--- src/rtl/watch_pkg.sv ---
// Shared constants and the BCD step helper for the watch timekeeper.
// Values are packed BCD bytes {tens, ones}.
package watch_pkg;

  localparam int         SYNC_STAGES_DFLT = 2;

  localparam logic [7:0] SEC_MAX  = 8'h59;
  localparam logic [7:0] HR24_MAX = 8'h23;
  localparam logic [7:0] HR12_MAX = 8'h12;
  localparam logic [7:0] HR12_PRE = 8'h11;
  localparam logic [7:0] HR12_MIN = 8'h01;
  localparam logic [7:0] BCD_ZERO = 8'h00;
  localparam logic [7:0] HR12_RST = 8'h12;

  typedef struct packed {
    logic       wrap;
    logic [7:0] val;
  } bcd_step_t;

  // Increment a packed BCD value, wrapping to 00 once it reaches max_v.
  function automatic bcd_step_t bcd_inc(input logic [7:0] v, input logic [7:0] max_v);
    bcd_step_t r;
    if (v == max_v) begin
      r.wrap = 1'b1;
      r.val  = 8'h00;
    end else if (v[3:0] == 4'h9) begin
      r.wrap = 1'b0;
      r.val  = {v[7:4] + 4'h1, 4'h0};
    end else begin
      r.wrap = 1'b0;
      r.val  = {v[7:4], v[3:0] + 4'h1};
    end
    return r;
  endfunction

endpackage

--- src/rtl/tick_edge_sync.sv ---
// Synchronises the divided seconds square wave and turns each rising edge
// into a one-cycle tick, masked until the chain has filled after reset.
module tick_edge_sync
  import watch_pkg::*;
#(
  parameter int SYNC_STAGES = SYNC_STAGES_DFLT
) (
  input  logic clk,
  input  logic rst,
  input  logic sec_sq,
  input  logic hold,
  output logic tick_now,
  output logic tick
);

  localparam int             PW        = $clog2(SYNC_STAGES + 2);
  localparam logic [PW-1:0]  PRIME_CYC = PW'(SYNC_STAGES + 1);

  logic [SYNC_STAGES-1:0] sync_q, sync_d;
  logic                   prev_q, prev_d;
  logic [PW-1:0]          prime_q, prime_d;
  logic                   tick_q, tick_d;
  logic                   primed_s;
  logic                   edge_s;

  // Next-state for the sync chain, edge history, priming count and tick.
  always_comb begin
    sync_d   = {sync_q[SYNC_STAGES-2:0], sec_sq};
    prev_d   = sync_q[SYNC_STAGES-1];
    primed_s = (prime_q == PRIME_CYC);
    if (primed_s) begin
      prime_d = prime_q;
    end else begin
      prime_d = prime_q + PW'(1);
    end
    edge_s   = sync_q[SYNC_STAGES-1] & ~prev_q & primed_s;
    tick_now = edge_s & ~hold;
    tick_d   = tick_now;
  end

  // State registers.
  always_ff @(posedge clk) begin
    if (rst) begin
      sync_q  <= '0;
      prev_q  <= 1'b0;
      prime_q <= '0;
      tick_q  <= 1'b0;
    end else begin
      sync_q  <= sync_d;
      prev_q  <= prev_d;
      prime_q <= prime_d;
      tick_q  <= tick_d;
    end
  end

  assign tick = tick_q;

endmodule

--- src/rtl/watch_timekeeper.sv ---
// Time-of-day keeper: BCD sec/min/hr counters advanced by the seconds tick,
// with a set mode for manual minute/hour adjustment.
module watch_timekeeper
  import watch_pkg::*;
#(
  parameter int SYNC_STAGES = SYNC_STAGES_DFLT,
  parameter bit MODE_24H    = 1'b1
) (
  input  logic       clk,
  input  logic       rst,
  input  logic       sec_sq,
  input  logic       set_en,
  input  logic       inc_min,
  input  logic       inc_hr,
  output logic [7:0] sec_bcd,
  output logic [7:0] min_bcd,
  output logic [7:0] hr_bcd,
  output logic       pm,
  output logic       sec_tick,
  output logic       day_roll
);

  localparam logic [7:0] HR_RST = MODE_24H ? BCD_ZERO : HR12_RST;

  logic [7:0] sec_q, sec_d, min_q, min_d, hr_q, hr_d;
  logic       pm_q, pm_d, day_roll_q, day_roll_d, set_seen_q, set_seen_d;
  logic       tick_now_s;
  logic [7:0] hr_next_s;
  logic       pm_next_s, midnight_s;
  bcd_step_t  sec_step_s, min_step_s;

  tick_edge_sync #(.SYNC_STAGES(SYNC_STAGES)) u_tick (
    .clk      (clk),
    .rst      (rst),
    .sec_sq   (sec_sq),
    .hold     (set_en),
    .tick_now (tick_now_s),
    .tick     (sec_tick)
  );

  // midnight_s flags the hour step that lands on the start of a new day.
  if (MODE_24H) begin : g_24h
    bcd_step_t hr_step_s;
    // 24h hour step: 23 wraps to 00.
    always_comb begin
      hr_step_s  = bcd_inc(hr_q, HR24_MAX);
      hr_next_s  = hr_step_s.val;
      pm_next_s  = 1'b0;
      midnight_s = hr_step_s.wrap;
    end
  end else begin : g_12h
    bcd_step_t hr_step_s;
    // 12h hour step: 12 -> 01 keeps pm, 11 -> 12 toggles it.
    always_comb begin
      hr_step_s  = bcd_inc(hr_q, HR12_MAX);
      midnight_s = (hr_q == HR12_PRE) && pm_q;
      if (hr_q == HR12_MAX) begin
        hr_next_s = HR12_MIN;
        pm_next_s = pm_q;
      end else if (hr_q == HR12_PRE) begin
        hr_next_s = HR12_MAX;
        pm_next_s = ~pm_q;
      end else begin
        hr_next_s = hr_step_s.val;
        pm_next_s = pm_q;
      end
    end
  end

  // Counter next-state: set mode edits, run mode carries sec -> min -> hr.
  always_comb begin
    sec_step_s = bcd_inc(sec_q, SEC_MAX);
    min_step_s = bcd_inc(min_q, SEC_MAX);
    sec_d      = sec_q;
    min_d      = min_q;
    hr_d       = hr_q;
    pm_d       = pm_q;
    day_roll_d = 1'b0;
    set_seen_d = set_en;
    if (set_en) begin
      if (!set_seen_q) begin
        sec_d = BCD_ZERO;
      end else begin
        sec_d = sec_q;
      end
      if (inc_min) begin
        min_d = min_step_s.val;
      end else begin
        min_d = min_q;
      end
      if (inc_hr) begin
        hr_d = hr_next_s;
        pm_d = pm_next_s;
      end else begin
        hr_d = hr_q;
        pm_d = pm_q;
      end
    end else if (tick_now_s) begin
      sec_d = sec_step_s.val;
      if (sec_step_s.wrap) begin
        min_d = min_step_s.val;
        if (min_step_s.wrap) begin
          hr_d       = hr_next_s;
          pm_d       = pm_next_s;
          day_roll_d = midnight_s;
        end else begin
          hr_d = hr_q;
        end
      end else begin
        min_d = min_q;
      end
    end else begin
      sec_d = sec_q;
    end
  end

  // Time registers; reset overrides any coincident tick or set input.
  always_ff @(posedge clk) begin
    if (rst) begin
      sec_q      <= BCD_ZERO;
      min_q      <= BCD_ZERO;
      hr_q       <= HR_RST;
      pm_q       <= 1'b0;
      day_roll_q <= 1'b0;
      set_seen_q <= 1'b0;
    end else begin
      sec_q      <= sec_d;
      min_q      <= min_d;
      hr_q       <= hr_d;
      pm_q       <= pm_d;
      day_roll_q <= day_roll_d;
      set_seen_q <= set_seen_d;
    end
  end

  assign sec_bcd  = sec_q;
  assign min_bcd  = min_q;
  assign hr_bcd   = hr_q;
  assign pm       = pm_q;
  assign day_roll = day_roll_q;

endmodule

--- config.mk ---
export PLATFORM = sky130hd
export DESIGN_NAME = watch_timekeeper
export DESIGN_NICKNAME = d
export VERILOG_FILES = /design/src/rtl/watch_pkg.sv /design/src/rtl/tick_edge_sync.sv /design/src/rtl/watch_timekeeper.sv
export SDC_FILE = /design/constraint.sdc
export NUM_CORES = 1
export LEC_CHECK = 0
export ABC_AREA = 1
export CAP_MARGIN = 0
export CORE_UTILIZATION = 35
export CTS_BUF_LIST = sky130_fd_sc_hd__clkbuf_4
export CTS_CLUSTER_DIAMETER = 60
export DETAILED_ROUTE_END_ITERATION = 12
export DONT_BUFFER_PORTS = 1
export GPL_ROUTABILITY_DRIVEN = 0
export GPL_TIMING_DRIVEN = 1
export PLACE_DENSITY_LB_ADDON = 0.15
export SLEW_MARGIN = 20
export SYNTH_ARGS = -nofsm -noshare
export SYNTH_HDL_FRONTEND = slang
export SYNTH_SLANG_ARGS = --single-unit
export TNS_END_PERCENT = 10
--- constraint.sdc ---
create_clock -name clk -period 1.5 [get_ports clk]
set_input_delay 0.15 -clock clk [delete_from_list [all_inputs] [get_ports clk]]
set_output_delay 0.15 -clock clk [all_outputs]
set_load 0.03 [all_outputs]
# == Word-level counts from Yosys, hierarchy flattened ==
# Index checks and enable logic that the tools add are counted.
# word_totals
ff_bits,33
elab_cells,68
output_inout_bits,27
in_bits,6
# op_classes
bitwise_logic,8
addsub,7
n_eq_ne,10
reduce_logical,9
mux,23
# ops
operator,n
8-bit two-way mux,15
9-bit two-way mux,3
"4-bit by 1-bit adder with 4-bit output, second input constant",6
"8-bit by 7-bit == test with 1-bit output, second input constant",2
"4-bit == test, second input constant",3
"8-bit by 6-bit == test with 1-bit output, second input constant",1
3-bit AND reduction,2
2-bit nonzero test,3
1-bit two-way mux,5
1-bit NOT,5
5-bit OR reduction,1
"2-bit by 1-bit inequality test with 1-bit output, second input constant",2
4-bit AND reduction,1
1-bit bitwise AND,3
3-bit nonzero test,1
"2-bit by 1-bit adder with 2-bit output, second input constant",1
"2-bit == test, second input constant",1
"2-bit inequality test, second input constant",1
2-bit AND reduction,1

# == Logic depth before layout (Yosys ltp) ==
# depth
ltp_word,7
ltp_mapped,11
ltp_nobuf,10

# == By module ==
# Synthesis repeated with hierarchy kept, for this count alone.
# hier_totals
cells_unflattened,239
hier_area_um2,1721.7
# by_module_without_submodules
module,seq_area_each_um2,cells_per_inst,area_each_um2,instances
watch_timekeeper,520.5,211,1508.9,1
tick_edge_sync,120.1,28,212.7,1

# == Worst setup path before layout ==
# OpenSTA, ideal clock, no wires.
# synth_timing
kind,flip-flop to flip-flop
startpoint,reg sec_q[0] (netlist: sec_bcd[0])
endpoint,reg hr_q[6] (netlist: hr_bcd[6])
t_required_ns,1.370
path_stages_with_launch,10
t_arrival_ns,1.571
setup_time_ns,0.130
path_slack_ns,-0.202
path_cell_list,dfxtp_1 ha_1 nand3_4 nor2_4 nand2_2 nand2_4 buf_6 nand3_1 nand2_1 a21oi_1
# synth_between
elab_chain_len,4
# synth_rtl
item,line,source
start: declaration,watch_timekeeper.sv:25,"logic [7:0] sec_q, sec_d, min_q, min_d, hr_q, hr_d;"
start signal: assignment,watch_timekeeper.sv:120,sec_q <= BCD_ZERO;
start signal: assignment,watch_timekeeper.sv:127,sec_q <= sec_d;
8-bit by 7-bit == test with 1-bit output,watch_pkg.sv:23,if (v == max_v) begin
9-bit two-way mux,watch_pkg.sv:23,
2-bit nonzero test (no source line),-,
4-bit AND reduction (no source line),-,
end signal: assignment,watch_timekeeper.sv:129,hr_q <= hr_d;
end: declaration,watch_timekeeper.sv:25,
# No other way between the ends.
# A chain may end at the register's enable or synchronous reset.

# == Final worst setup path ==
# layout_timing
startpoint,reg min_q[5] (netlist: min_bcd[5])
endpoint,reg min_q[5] (netlist: min_bcd[5])
# layout_between
elab_chain_len,6
word_cells_on_any_way,8
classes_between,add/sub: 1; eq/ne: 1; mux: 6
# layout_rtl
item,line,source
start: declaration,watch_timekeeper.sv:25,
start signal: assignment,watch_timekeeper.sv:128,min_q <= min_d;
4-bit by 1-bit adder with 4-bit output,watch_pkg.sv:28,"r.val = {v[7:4] + 4'h1, 4'h0};"
8-bit two-way mux,watch_pkg.sv:26,end else if (v[3:0] == 4'h9) begin
9-bit two-way mux (*),watch_pkg.sv:23,
8-bit two-way mux,watch_timekeeper.sv:100,if (sec_step_s.wrap) begin
8-bit two-way mux,watch_timekeeper.sv:98,end else if (tick_now_s) begin
8-bit two-way mux (*),watch_timekeeper.sv:80,if (set_en) begin
# Every way passes the cells marked *; elsewhere a longest branch is shown, timed or not. The select of a mux whose other input is x is not followed.

==> flow_metrics.tcl <==
set metrics [dict create \
    die_h_um 72.4 \
    vias 1581 \
    area_growth_pct 31.0 \
    final_max_slew_viol_count 0 \
    maxSlewHeadroom_pct 54.4 \
    nets 301 \
    drt_iter0_markers 64 \
    via_per_inst 4.49 \
    cp-end-kind "flop" \
    synth_top_family_by_area "simple AND/OR/NAND/NOR gates" \
    ir_drop_v 0.000344 \
    fillers 495 \
    hold_violations 0 \
    syn-cell-area_um2 1740 \
    drv_cap 0 \
    pre_cts_ws_ps 8.01 \
    drc 0 \
    io_pins 33 \
    power.density_nw_per_um2 732 \
    rows 25 \
    clk_pin_slew_ps 100 \
    dieArea_um2 5240 \
    grt_pass1_vias 1402 \
    synth_area_per_cell_um2 7.20 \
    htree_num_levels 2 \
    cts_made_buffers 5 \
    drive_gt1_share_pct 30.5 \
    clock_latency_ps 340 \
    worst_path_max_delay_cell "dfxtp_2" \
    power.leakage_nw 1.02 \
    fin_crit_ps 1390 \
    multi_input_comb_area_um2 1040 \
    worstPathMaxFanout 3 \
    power.total_mw 1.66 \
    whs_ps 24.8 \
    cp.arrival_ps 1670 \
    synth_simple_gate_area_share_pct 32.2 \
    tritoncts "done" \
    synth-seq-area-share_pct 36.9 \
    cp.required_ps 1780 \
    num_antenna_cells 0 \
    cts_buffer_depth 2 \
    finalSetupViolations 0 \
    clock_sinks 32 \
    dp_hpwl_mm 2.70 \
    drtPass1Iterations 4 \
    start_util_pct 36.5 \
    fin_ws_ps 110 \
    cpPeakStageDelay_ps 340 \
    critical_path_buf_inv_count 2 \
    cp_top_family "simple AND/OR/NAND/NOR gates" \
    synth_compound_area_share_pct 9.66 \
    fin_skew_ps 3.17 \
    drt-total-wl_mm 3.77 \
    synth.distinct_cells 29 \
    die_width_um 72.4 \
    ys_ff_latch 32 \
    grt.total_usage_pct 15.5 \
    regArea_um2 656 \
    crit_chain "inv_2 > ha_2 > nand2_2 > nor2_4 > buf_4 > or2_2 > nand3_1 > nand2_1 > a21oi_1" \
    grt_pass1_wl_mm 6.18 \
    cts_root_buffer "clkbuf_4" \
    finalCritPeriodShare_pct 92.7 \
    setup.worst_path.start_class "flop" \
    ant_nets 0 \
    status "complete, no violations" \
    grt_max_degree 18 \
    syn_nets 258 \
    tightest_slew_ps 682 \
    fmax_mhz 720 \
    hp-class "in -> reg" \
    antenna_found_initial 0 \
    synthMuxAreaShare_pct 0 \
    io_buffers 0 \
    ys_top_cells_by_area "dfxtp_1 37%, nand2_1 9.3%, ha_1 7.9%" \
    synth.top_cell.area_share_pct 36.9 \
    synthXorXnorAreaFrac_pct 3.53 \
    critPathKind "reg -> reg" \
    core_area_um2 4750 \
    grt_overflow 0 \
    wl_per_cell_um 10.7 \
    netlist_instances 241 \
    yosysWarnings 0 \
    synth.largest_area_cell "dfxtp_1" \
    synth-adder-area-share_pct 7.93 \
    fin_tns_setup_ps 0 \
]
## cell usage after synthesis, drive strengths merged
library cell	count
a211oi	1
clkbuf	2
nor3	7
ha	11
o21a	1
conb	1
nand3	21
xnor2	3
buf	3
nor2	34
xor2	4
a21oi	17
dfxtp	32
nand2	49
o21ai	12
or2	3
nand4	4
inv	36
## registers in the layout (all words and copies together), names as in the netlist
signal	count
hr_bcd	8
min_bcd	8
sec_bcd	8
u_tick.prime_q	2
u_tick.sync_q	2
day_roll	1
set_seen_q	1
u_tick.prev_q	1
u_tick.tick	1
## cell families (layout without fill, tap and decap cells)
family	after synthesis	count (layout)
flops	32	32
buf+inv	41	84
other cells	1	1
simple gates	118	119
fa+ha+maj	11	11
compound gates	31	31
xor+xnor	7	7
## power by group
group | leakage, nW | switching (mW) | internal [mW]
clock network | 0.0307 | 0.303 | 0.191
logic | 0.721 | 0.153 | 0.0979
registers | 0.264 | 0.0278 | 0.890
## final cells by class
type                            count  share of cell area, %
Multi-Input combinational cell    169                   45.7
Clock buffer                        6                   1.98
Sequential cell                    32                   28.8
Timing Repair Buffer               40                   13.5
Inverter                           36                   5.94
Tap cell                           67                   3.69
Clock inverter                      2                  0.330
## worst min-delay path: cells and delay by family
| kind | cells | cell delay [ps] |
|---|---|---|
| and+or+nand+nor | 1 | 90 |
| AOI/OAI and AO/OA | 2 | 100 |
## cell usage in the layout, fill, tap and decap left out
cell type | Yosys | final
or2_2 | 2 | 2
a211oi_1 | 1 | 1
nor3_1 | 7 | 7
a21oi_4 | 0 | 1
nand2_4 | 2 | 7
nor2_1 | 30 | 30
ha_1 | 11 | 7
nand3_2 | 0 | 3
xor2_1 | 4 | 4
ha_2 | 0 | 3
buf_4 | 1 | 37
nand3_4 | 1 | 1
nand3_1 | 20 | 17
dlygate4sd3_1 | 0 | 3
inv_2 | 1 | 4
o21ai_2 | 1 | 1
conb_1 | 1 | 1
dfxtp_2 | 0 | 9
o21ai_0 | 11 | 5
xnor2_1 | 3 | 3
or2_0 | 1 | 1
clkbuf_4 | 0 | 6
nor2_4 | 3 | 4
nand2_8 | 0 | 1
o21ai_1 | 0 | 6
ha_4 | 0 | 1
nand4_1 | 4 | 4
dfxtp_1 | 32 | 22
a21oi_1 | 16 | 16
inv_1 | 35 | 32
o21a_1 | 1 | 1
dfxtp_4 | 0 | 1
clkinv_1 | 0 | 2
nand2_2 | 4 | 6
nand2_1 | 43 | 36
## metal layers
layer,track usage (%),up-vias,share of wire [%]
met5,0,-,0
met4,7.19,0,1.9
met3,5.69,6,6.3
met2,24.1,34,44
met1,18.9,690,48
li1,-,851,-
## per-stage QoR
| step | instances | util (%) | cell area [um2] |
|---|---|---|---|
| after CTS | 348 | 45.1 | 2140 |
| after detailed placement | 337 | 43.2 | 2060 |
| final | 352 | 47.8 | 2270 |
| after global placement | 337 | 43.2 | 2060 |
| after global routing | 352 | 47.8 | 2270 |
| after floorplan | 241 | - | 1750 |
## repair_timing
item                       4_1_cts  5_1_grt
hold endpoints to repair        17        0
setup endpoints to repair        3       21
cloned                           0        1
buffers inserted                 0        3
gates resized for setup          2       33
hold buffers                     3        0
pin swaps                        0        9
## final timing paths
kind / from / to / slack (ps) / cells after the start
max: min_bcd[5] / min_bcd[5] / 110 / 9
max reg2reg: min_bcd[5] / min_bcd[5] / 110 / 9
min reg2reg: u_tick.sync_q[0] / u_tick.sync_q[1] / 410 / 2
min: set_en / min_bcd[5] / 20 / 3
Note: power is estimated with default switching activity, not from simulation.
